**config.mk**
```make
export PLATFORM = sky130hd
export DESIGN_NAME = mem_access_unit
export DESIGN_NICKNAME = d
export VERILOG_FILES = /design/src/rtl/mem_access_unit_pkg.sv /design/src/rtl/mem_access_unit.sv
export SDC_FILE = /design/constraint.sdc
export NUM_CORES = 1
export LEC_CHECK = 0
export ABC_AREA = 1
export BUFFER_PORTS_ARGS = -buffer_cell sky130_fd_sc_hd__buf_4
export CAP_MARGIN = 0
export CORE_ASPECT_RATIO = 0.9
export CORE_MARGIN = 5
export CORE_UTILIZATION = 53
export CTS_CLUSTER_DIAMETER = 200
export CTS_CLUSTER_SIZE = 40
export DETAILED_ROUTE_END_ITERATION = 6
export GPL_TIMING_DRIVEN = 0
export PLACE_DENSITY = 0.94
export SYNTH_ARGS = -nofsm -noshare
export SYNTH_HDL_FRONTEND = slang
export SYNTH_SLANG_ARGS = --single-unit
export TNS_END_PERCENT = 1
```
**constraint.sdc**
```tcl
create_clock -name clk -period 19.6 [get_ports clk]
set_input_delay 1.96 -clock clk [delete_from_list [all_inputs] [get_ports clk]]
set_output_delay 1.96 -clock clk [all_outputs]
set_load 0.005 [all_outputs]
```
**src/rtl/mem_access_unit_pkg.sv**
```systemverilog
// Shared definitions for the MEM-stage access unit: CPU bus widths,
// the MEM/WB result bundle and the timeout counter sizing helper.
package mem_access_unit_pkg;

  localparam int DATA_W = 32;
  localparam int REG_W  = 5;

  // Results handed to the write-back mux.
  typedef struct packed {
    logic [DATA_W-1:0] npc;
    logic [DATA_W-1:0] alu_c;
    logic [DATA_W-1:0] mem_data;
    logic [REG_W-1:0]  rd;
    logic              regw;
    logic              mem2r;
  } wb_t;

  // Counter must hold 0..TIMEOUT-1; keep at least one bit when TIMEOUT is 0.
  function automatic int cnt_width(input int timeout);
    if (timeout < 1) return 1;
    return $clog2(timeout + 1);
  endfunction

endpackage

```
**src/rtl/mem_access_unit.sv**
```systemverilog
// MEM-stage access unit: turns EX/MEM load/store controls into a req/ack
// data-memory transaction, stalls the front of the pipe while it is
// outstanding, and registers the MEM/WB results.
module mem_access_unit
  import mem_access_unit_pkg::*;
#(
  parameter int TIMEOUT = 15
) (
  input  logic              clk,
  input  logic              rst,
  input  logic [DATA_W-1:0] NPC_IN,
  input  logic [DATA_W-1:0] ALU_C_IN,
  input  logic [DATA_W-1:0] RT_DATA_IN,
  input  logic [REG_W-1:0]  reg_rd_in,
  input  logic              MEMR_IN,
  input  logic              MEMW_IN,
  input  logic              REGW_IN,
  input  logic              MEM2R_IN,
  output logic              dm_req,
  output logic              dm_we,
  output logic [DATA_W-1:0] dm_addr,
  output logic [DATA_W-1:0] dm_wdata,
  input  logic              dm_ack,
  input  logic [DATA_W-1:0] dm_rdata,
  output logic              mem_stall,
  output logic              bus_err,
  output logic [DATA_W-1:0] NPC_OUT,
  output logic [DATA_W-1:0] ALU_C_OUT,
  output logic [DATA_W-1:0] MEM_DATA_OUT,
  output logic [REG_W-1:0]  reg_rd_out,
  output logic              REGW_OUT,
  output logic              MEM2R_OUT
);

  typedef enum logic [1:0] {IDLE, BUSY, DONE} state_t;

  localparam int               CNT_W    = cnt_width(TIMEOUT);
  localparam logic [CNT_W-1:0] CNT_LAST = CNT_W'(TIMEOUT > 0 ? TIMEOUT - 1 : 0);

  state_t              state_q, state_d;
  logic [CNT_W-1:0]    cnt_q, cnt_d;
  logic                req_d, we_d, err_d;
  logic [DATA_W-1:0]   addr_d, wdata_d;
  logic [DATA_W-1:0]   rdata_q, rdata_d;
  wb_t                 wb_q, wb_d, wb_in;
  logic                acc;

  assign acc   = MEMR_IN | MEMW_IN;
  assign wb_in = '{npc: NPC_IN, alu_c: ALU_C_IN, mem_data: '0,
                   rd: reg_rd_in, regw: REGW_IN, mem2r: MEM2R_IN};

  // Stall is gated by reset so an asserted rst releases the pipe immediately.
  assign mem_stall = ~rst & (((state_q == IDLE) & acc) | (state_q == BUSY));

  assign NPC_OUT      = wb_q.npc;
  assign ALU_C_OUT    = wb_q.alu_c;
  assign MEM_DATA_OUT = wb_q.mem_data;
  assign reg_rd_out   = wb_q.rd;
  assign REGW_OUT     = wb_q.regw;
  assign MEM2R_OUT    = wb_q.mem2r;

  // Next-state and next-register values for the access sequence.
  always_comb begin
    state_d = state_q;
    cnt_d   = cnt_q;
    req_d   = dm_req;
    we_d    = dm_we;
    addr_d  = dm_addr;
    wdata_d = dm_wdata;
    rdata_d = rdata_q;
    err_d   = bus_err;
    wb_d    = wb_q;
    case (state_q)
      IDLE: begin
        if (acc) begin
          // Both MEMR and MEMW set is treated as a load.
          req_d      = 1'b1;
          we_d       = MEMW_IN & ~MEMR_IN;
          addr_d     = ALU_C_IN;
          wdata_d    = RT_DATA_IN;
          wb_d.regw  = 1'b0;
          wb_d.mem2r = 1'b0;
          state_d    = BUSY;
        end else begin
          wb_d = wb_in;
        end
      end
      BUSY: begin
        // Bubble while stalled so WB never repeats a register write.
        wb_d.regw  = 1'b0;
        wb_d.mem2r = 1'b0;
        if (dm_ack) begin
          rdata_d = dm_we ? '0 : dm_rdata;
          req_d   = 1'b0;
          state_d = DONE;
        end else if (TIMEOUT != 0 && cnt_q == CNT_LAST) begin
          rdata_d = '0;
          req_d   = 1'b0;
          err_d   = 1'b1;
          state_d = DONE;
        end else if (TIMEOUT != 0) begin
          cnt_d = cnt_q + 1'b1;
        end
      end
      DONE: begin
        // EX/MEM inputs are still the frozen access instruction here.
        wb_d          = wb_in;
        wb_d.mem_data = rdata_q;
        cnt_d         = '0;
        state_d       = IDLE;
      end
      default: state_d = IDLE;
    endcase
  end

  // FSM state and timeout counter.
  always_ff @(posedge clk or posedge rst) begin
    if (rst) begin
      state_q <= IDLE;
      cnt_q   <= '0;
    end else begin
      state_q <= state_d;
      cnt_q   <= cnt_d;
    end
  end

  // Bus outputs, captured read data, sticky error and MEM/WB results.
  always_ff @(posedge clk or posedge rst) begin
    if (rst) begin
      dm_req   <= 1'b0;
      dm_we    <= 1'b0;
      dm_addr  <= '0;
      dm_wdata <= '0;
      rdata_q  <= '0;
      bus_err  <= 1'b0;
      wb_q     <= '0;
    end else begin
      dm_req   <= req_d;
      dm_we    <= we_d;
      dm_addr  <= addr_d;
      dm_wdata <= wdata_d;
      rdata_q  <= rdata_d;
      bus_err  <= err_d;
      wb_q     <= wb_d;
    end
  end

endmodule

```
==> results of run 1 <==
-- cell usage in the layout, fill, tap and decap left out, drive strengths merged --
cell	n
xor2	1
clkbuf	26
o21bai	1
nor2	30
clkinv	1
nand4	4
o211ai	2
dfrtp	208
o31ai	1
inv	42
ha	9
nand2	316
a21oi	26
nand3	189
buf	354
o21ai	27
-- cell families after synthesis --
family                     count (synthesis)  synth area share, %
AOI/OAI and AO/OA                         57                 3.53
xor gates and xnor gates                   1                0.105
adders and majority gates                  9                 1.35
buffers and inverters                    102                 5.37
DFF                                      208                 62.2
and+or+nand+nor                          539                 27.4
-- layer usage --
metal	vias to the layer above	global-route usage, %
met5	-	0
met4	0	12.7
met3	85	6.61
met2	383	47.3
met1	3762	33.2
li1	3580	-
-- worst max-delay path, stage by stage --
cell	delay, ns
buf_4	0.11
inv_1	0.07
nand2_2	0.14
nand2_2	0.20
buf_2	0.27
a21oi_1	0.10
buf_4	0.15
-- through the flow --
stage	worst slack, ns	hold slack (ns)	cells	util (%)	power (W)
2_1_floorplan	11.96	0.460	916	-	0.00108
3_3_place_gp	9.78	0.455	1428	70.9	0.00147
3_5_place_dp	14.63	0.459	1429	71.1	0.00151
4_1_cts	14.62	0.492	1439	72.8	0.00173
5_1_grt	14.56	0.505	1439	72.8	0.00184
6_report	14.63	0.484	1439	72.8	0.00172
-- power breakdown --
part           internal (W)  total (W)  switching (W)
Sequential         0.000621   0.000743       0.000122
Combinational      0.000353   0.000762       0.000409
Clock             0.0000867   0.000218       0.000132
-- flip-flops by register name, indices dropped and copies added (netlist names), 2 cells and up --
name,count
dm_addr,32
cnt_q,4
reg_rd_out,5
dm_wdata,32
ALU_C_OUT,32
rdata_q,32
MEM_DATA_OUT,32
NPC_OUT,32
state_q,2
-- path summary, 6_finish.rpt --
kind / start / to / slack, ns / depth (start not counted)
min in group asynchronous: rst / MEM_DATA_OUT[24]$_DFFE_PP0P_ / 1.53 / 2
hold reg to reg: dm_addr[5]$_DFFE_PP0P_ / dm_addr[5]$_DFFE_PP0P_ / 0.48 / 2
setup / recovery: MEMW_IN / mem_stall / 14.63 / 7
max in group asynchronous: rst / ALU_C_OUT[1]$_DFFE_PP0P_ / 17.04 / 3
hold / removal: dm_addr[5]$_DFFE_PP0P_ / dm_addr[5]$_DFFE_PP0P_ / 0.48 / 2
setup reg to reg: state_q[0]$_DFFE_PP0P_ / ALU_C_OUT[0]$_DFFE_PP0P_ / 17.68 / 9
-- layout make-up --
class / instances / area [um^2]
buffer: 60 / 292
clock buffer: 9 / 225
clock inverter: 1 / 30.0
fill: 1093 / 4210
inverter: 42 / 165
multi-input combinational: 606 / 2710
sequential: 208 / 5200
tap: 202 / 253
timing repair buffer: 311 / 2350
==> flow_summary.yaml, run 1 <==
run_status:
  status: "completed"
sta:
  final-max-slew-violation-count: 0
  tightest_slew_ns: 0.659
  setup_viol: 0
  fin_crit_ns: 4.97
  post-route-period-util_pct: 25.4
  worst_slew_margin_rel_pct: 56.1
  hold_viol_final: 0
  rsz0062_at_grt: "no"
  finalClockSkew_ns: 0.0491
  setup-tns-final_ns: 0
  max_freq_mhz: 201
global_route:
  grt_overflow: 0
  grt_pass1_vias: 7671
  grt_max_degree: 130
  grtUsageTotal_pct: 27.6
  antenna_found_initial: 0
  grt_pass1_wl_um: 40300
power_and_ir_drop:
  power_density_nw_per_um2: 153
  p_leak_nw: 6.24
  ir_drop_mv: 0.0829
floorplanning:
  core_um2: 15400
  io_pins: 311
  die_area_um2: 18400
  die_h_um: 129
  dieWidth_um: 142
  rows: 43
  initial_core_util_pct: 54.2
logic_synthesis:
  synth_warnings: 0
  synth_nets: 1065
  yosysMostFrequentCell: "nand2_1"
  yosys_most_used_dff: "dfrtp_1"
  syn_area_um2: 8370
  avgSynthCellArea_um2: 9.13
  yosysTopAreaCellShare_pct: 62.2
  synthArstFlopShare_pct: 100
  synth_area_leader_cell: "dfrtp_1"
  synth_edf_count: 0
  ys_seq_area_share_pct: 62.2
  synth-seq-cells: 208
  synth_cell_types: 23
  synthTopCellsByArea: "dfrtp_1 (62%), nand2_1 (14%), nand3_1 (11%)"
  synth_common_cells: "nand2_1 (310), dfrtp_1 (208), nand3_1 (189)"
  synthCells: 916
placement:
  gp_congestion: 0.900
  dp_hpwl_um: 20200
  io_buffers: 310
  placed_area_um2: 11000
clocking:
  cts_root_buffer: "clkbuf_16"
  cts_sinks: 208
  cts_made_buffers: 9
  post_cts_buffers: 0
  holdBufCountCts: 0
  path_clk_slew_ns: 0.14
  clk_latency_ns: 0.47
  cts_max_level: 1
  cts_tree: "yes"
  ctsResizeCount: 0
  cts_buffer_depth: 3
layout:
  drive_gt1_share_pct: 29.6
  diodes: 0
  syn_to_final_growth_pct: 34.3
  finalInstanceArea_um2: 11200
  final_nets: 1387
routing:
  highest_layer: "met4"
  via_per_inst: 5.43
  vias: 7810
  drt-total-wl_um: 26200
  wl_met3_um: 2430
  drt-initial-drc-count: 555
  route.met2.wl_um: 12800
  drc: 0
  wl_per_cell_um: 18.2
  firstDrtPassIters: 5
  wl_met1_um: 9620
  antenna_left: 0
critical_path:
  crit_arrival_ns: 3.01
  cp.required_ns: 17.64
  end_kind: "output pin"
  crit_path_start_kind: "primary input"
  path_class: "primary input to output pin"
  path_max_fanout: 10
min_path:
  min_path_type: "register to register"
flow_run:
  cap_viol_max_count: 0
No activity file was read; power rests on OpenSTA's default activity.
==> inputs of run 2 (changes only) <==
--- a/config.mk
+++ b/config.mk
@@ -5,17 +5,17 @@
 export SDC_FILE = /design/constraint.sdc
 export NUM_CORES = 1
 export LEC_CHECK = 0
-export ABC_AREA = 1
+export ABC_AREA = 0
 export BUFFER_PORTS_ARGS = -buffer_cell sky130_fd_sc_hd__buf_4
 export CAP_MARGIN = 0
 export CORE_ASPECT_RATIO = 0.9
 export CORE_MARGIN = 5
-export CORE_UTILIZATION = 53
+export CORE_UTILIZATION = 44
 export CTS_CLUSTER_DIAMETER = 200
 export CTS_CLUSTER_SIZE = 40
 export DETAILED_ROUTE_END_ITERATION = 6
 export GPL_TIMING_DRIVEN = 0
-export PLACE_DENSITY = 0.94
+export PLACE_DENSITY = 0.85
 export SYNTH_ARGS = -nofsm -noshare
 export SYNTH_HDL_FRONTEND = slang
 export SYNTH_SLANG_ARGS = --single-unit
==> constraint.sdc (replaced) <==
create_clock -name clk -period 4.45 [get_ports clk]
set_input_delay 0.445 -clock clk [delete_from_list [all_inputs] [get_ports clk]]
set_output_delay 0.445 -clock clk [all_outputs]
set_load 0.005 [all_outputs]
==> run 2 against run 1 <==
Compared with the run above: die area up 15%; via count down 28%; area after synthesis down 3.9%; global-route usage down 8.5 points; critical path type is now register to output pin; critical endpoint unchanged; largest cell class unchanged.
==> flow_summary.yaml, run 2 <==
run_status:
  status: "completed"
min_path:
  min_path_type: "primary input to register"
  min_path_cells: 2
layout:
  final_common_cell: "buf_4"
  layout_common_cells: "buf_4 (310), dfrtp_1 (208), mux2_2 (108)"
  drive_gt1_share_pct: 54.6
  final_cells: 1125
  fillerInstances: 1363
  final_nets: 1035
  syn_to_final_growth_pct: 37.3
  diodes: 0
  finalInstanceArea_um2: 11000
  fin_util_pct: 62.0
global_route:
  grt_pass1_vias: 6087
  grt_overflow: 0
  grt_max_degree: 44
  grt_pass1_wl_um: 33000
  grtUsageTotal_pct: 19.1
  antenna_found_initial: 0
critical_path:
  cpPeakStageDelay_ns: 0.44
  path_cells: "inv_1, ha_1, o21ai_0, buf_2, buf_2, a21oi_1, buf_4"
  worstPathBufferInverterCount: 4
  regToRegStartpoint: "state_q[0]$_DFFE_PP0P_"
  end_kind: "output pin"
  cp.required_ns: 4.01
  crit_arrival_ns: 2.36
  path_class: "register to output pin"
  crit_path_frequent_cell: "buf_2"
  crit_start: "state_q[0]$_DFFE_PP0P_"
  crit_path_start_kind: "register"
  crit_cells: 7
  cp_slowest_cell: "dfrtp_1"
  critical_path.endpoint: "mem_stall"
  path_max_fanout: 10
  cp_top_family: "buffers and inverters"
  r2r_cells: 6
  regToRegEndpoint: "dm_wdata[29]$_DFFE_PP0P_"
  reg2reg_setup_slack_ns: 2.26
floorplanning:
  initial_core_util_pct: 45.2
  dieWidth_um: 152
  core_um2: 17800
  die_area_um2: 21100
  rows: 46
  die_h_um: 138
  io_pins: 311
routing:
  vias: 5638
  drt-total-wl_um: 20900
  drc: 0
  firstDrtPassIters: 4
  antenna_left: 0
  via_per_inst: 5.01
  wl_per_cell_um: 18.6
  drt-initial-drc-count: 223
logic_synthesis:
  ys_seq_area_share_pct: 64.8
  yosysMostFrequentCell: "dfrtp_1"
  syn_area_um2: 8040
  yosys_most_used_dff: "dfrtp_1"
  synth_warnings: 0
  avgSynthCellArea_um2: 14.4
  synth-seq-cells: 208
  yosysTopAreaCellShare_pct: 64.8
  synthArstFlopShare_pct: 100
  synth_cell_types: 25
  synthTopCellsByArea: "dfrtp_1 (65%), mux2_2 (15%), mux2_4 (4.9%)"
  synth_nets: 708
  synth_edf_count: 0
  synth_area_leader_cell: "dfrtp_1"
  synth_common_cells: "dfrtp_1 (208), mux2_2 (108), nand2_1 (75)"
  synthCells: 559
flow_run:
  cap_viol_max_count: 0
clocking:
  cts_root_buffer: "clkbuf_16"
  ctsResizeCount: 0
  holdBufCountCts: 1
  clk_latency_ns: 0.47
  cts_max_level: 1
  post_cts_buffers: 0
  cts_made_buffers: 9
  cts_tree: "yes"
  cts_sinks: 208
  cts_buffer_depth: 3
  path_clk_slew_ns: 0.14
sta:
  fin_crit_ns: 2.80
  final-max-slew-violation-count: 0
  max_freq_mhz: 357
  setup_viol: 0
  post-route-period-util_pct: 63.0
  setup-tns-final_ns: 0
  finalClockSkew_ns: 0.0495
  worst_slew_margin_rel_pct: 64.7
  whs_ns: 0.152
  tightest_slew_ns: 0.529
  rsz0062_at_grt: "no"
  hold_viol_final: 0
placement:
  dp.cells: 1114
  placed_area_um2: 10800
  io_buffers: 310
  dp_hpwl_um: 16500
  gp_congestion: 0.797
power_and_ir_drop:
  power_density_nw_per_um2: 690
  p_leak_nw: 5.40
  ir_drop_mv: 0.403
[run 2: changes by cell type in the layout (fill, tap and decap cells not counted), moves of 7 or more]
cell,before,now
a21oi_1,26,6
a22o_1,0,33
buf_1,9,0
buf_2,26,17
buf_4,317,310
clkbuf_1,17,10
inv_1,39,4
mux2_2,0,108
mux2_4,0,26
nand2_1,310,75
nand3_1,189,2
nor2_1,28,3
o21ai_0,26,40
[run 2: per-stage QoR]
step	power [W]	setup WS (ns)
2_1_floorplan	0.00494	1.30
3_3_place_gp	0.00658	0.117
3_5_place_dp	0.00674	2.09
4_1_cts	0.00769	1.56
5_1_grt	0.00808	1.44
6_report	0.00761	1.65
[run 2: worst min-delay path by stage]
stage                        start             endpoint  slack [ns]
6_report                   MEMR_IN    dm_we$_DFFE_PP0P_        0.15
5_1_grt                    MEMR_IN    dm_we$_DFFE_PP0P_        0.13
2_1_floorplan  bus_err$_DFFE_PP0P_  bus_err$_DFFE_PP0P_        0.45
4_1_cts                    MEMR_IN    dm_we$_DFFE_PP0P_        0.14
3_5_place_dp   bus_err$_DFFE_PP0P_  bus_err$_DFFE_PP0P_        0.45
3_3_place_gp   bus_err$_DFFE_PP0P_  bus_err$_DFFE_PP0P_        0.44
[run 2: power by group]
part | switching, W | internal, W | leakage [nW]
Clock | 0.000573 | 0.000382 | 0.122
Sequential | 0.000524 | 0.00278 | 2.55
Combinational | 0.00133 | 0.00203 | 2.72
[run 2: logic make-up after synthesis]
family | after synthesis | share of synthesized area (%)
compound gates | 85 | 7.00
fa+ha+maj | 9 | 1.40
buf+inv | 36 | 2.32
flops | 208 | 64.8
mux | 135 | 20.3
simple gates | 86 | 4.25
[run 2: routing by layer]
| metal | vias up | GRT usage, % | part of all wire (%) |
|---|---|---|---|
| li1 | 2598 | - | - |
| met1 | 2767 | 23.4 | 39 |
| met2 | 233 | 33.0 | 50 |
| met3 | 40 | 5.65 | 8.2 |
| met4 | 0 | 5.39 | 3.0 |
| met5 | - | 0 | 0 |
[run 2: cell type report]
type / count / area, um^2 / share of cell area [%]
clock buffer: 9 / 225 / 2.04
sequential: 208 / 5200 / 47.2
timing repair buffer: 316 / 2440 / 22.1
tap: 240 / 300 / 2.72
inverter: 5 / 22.5 / 0.204
clock inverter: 1 / 30.0 / 0.272
buffer: 31 / 168 / 1.52
multi-input combinational: 315 / 2650 / 24.0
[run 2: worst register-to-register path, cell delays in order, from the launching register on]
cell	delay, ns
dfrtp_1	0.44
inv_1	0.12
ha_1	0.27
o21ai_0	0.16
buf_2	0.34
buf_2	0.36
mux2_2	0.39
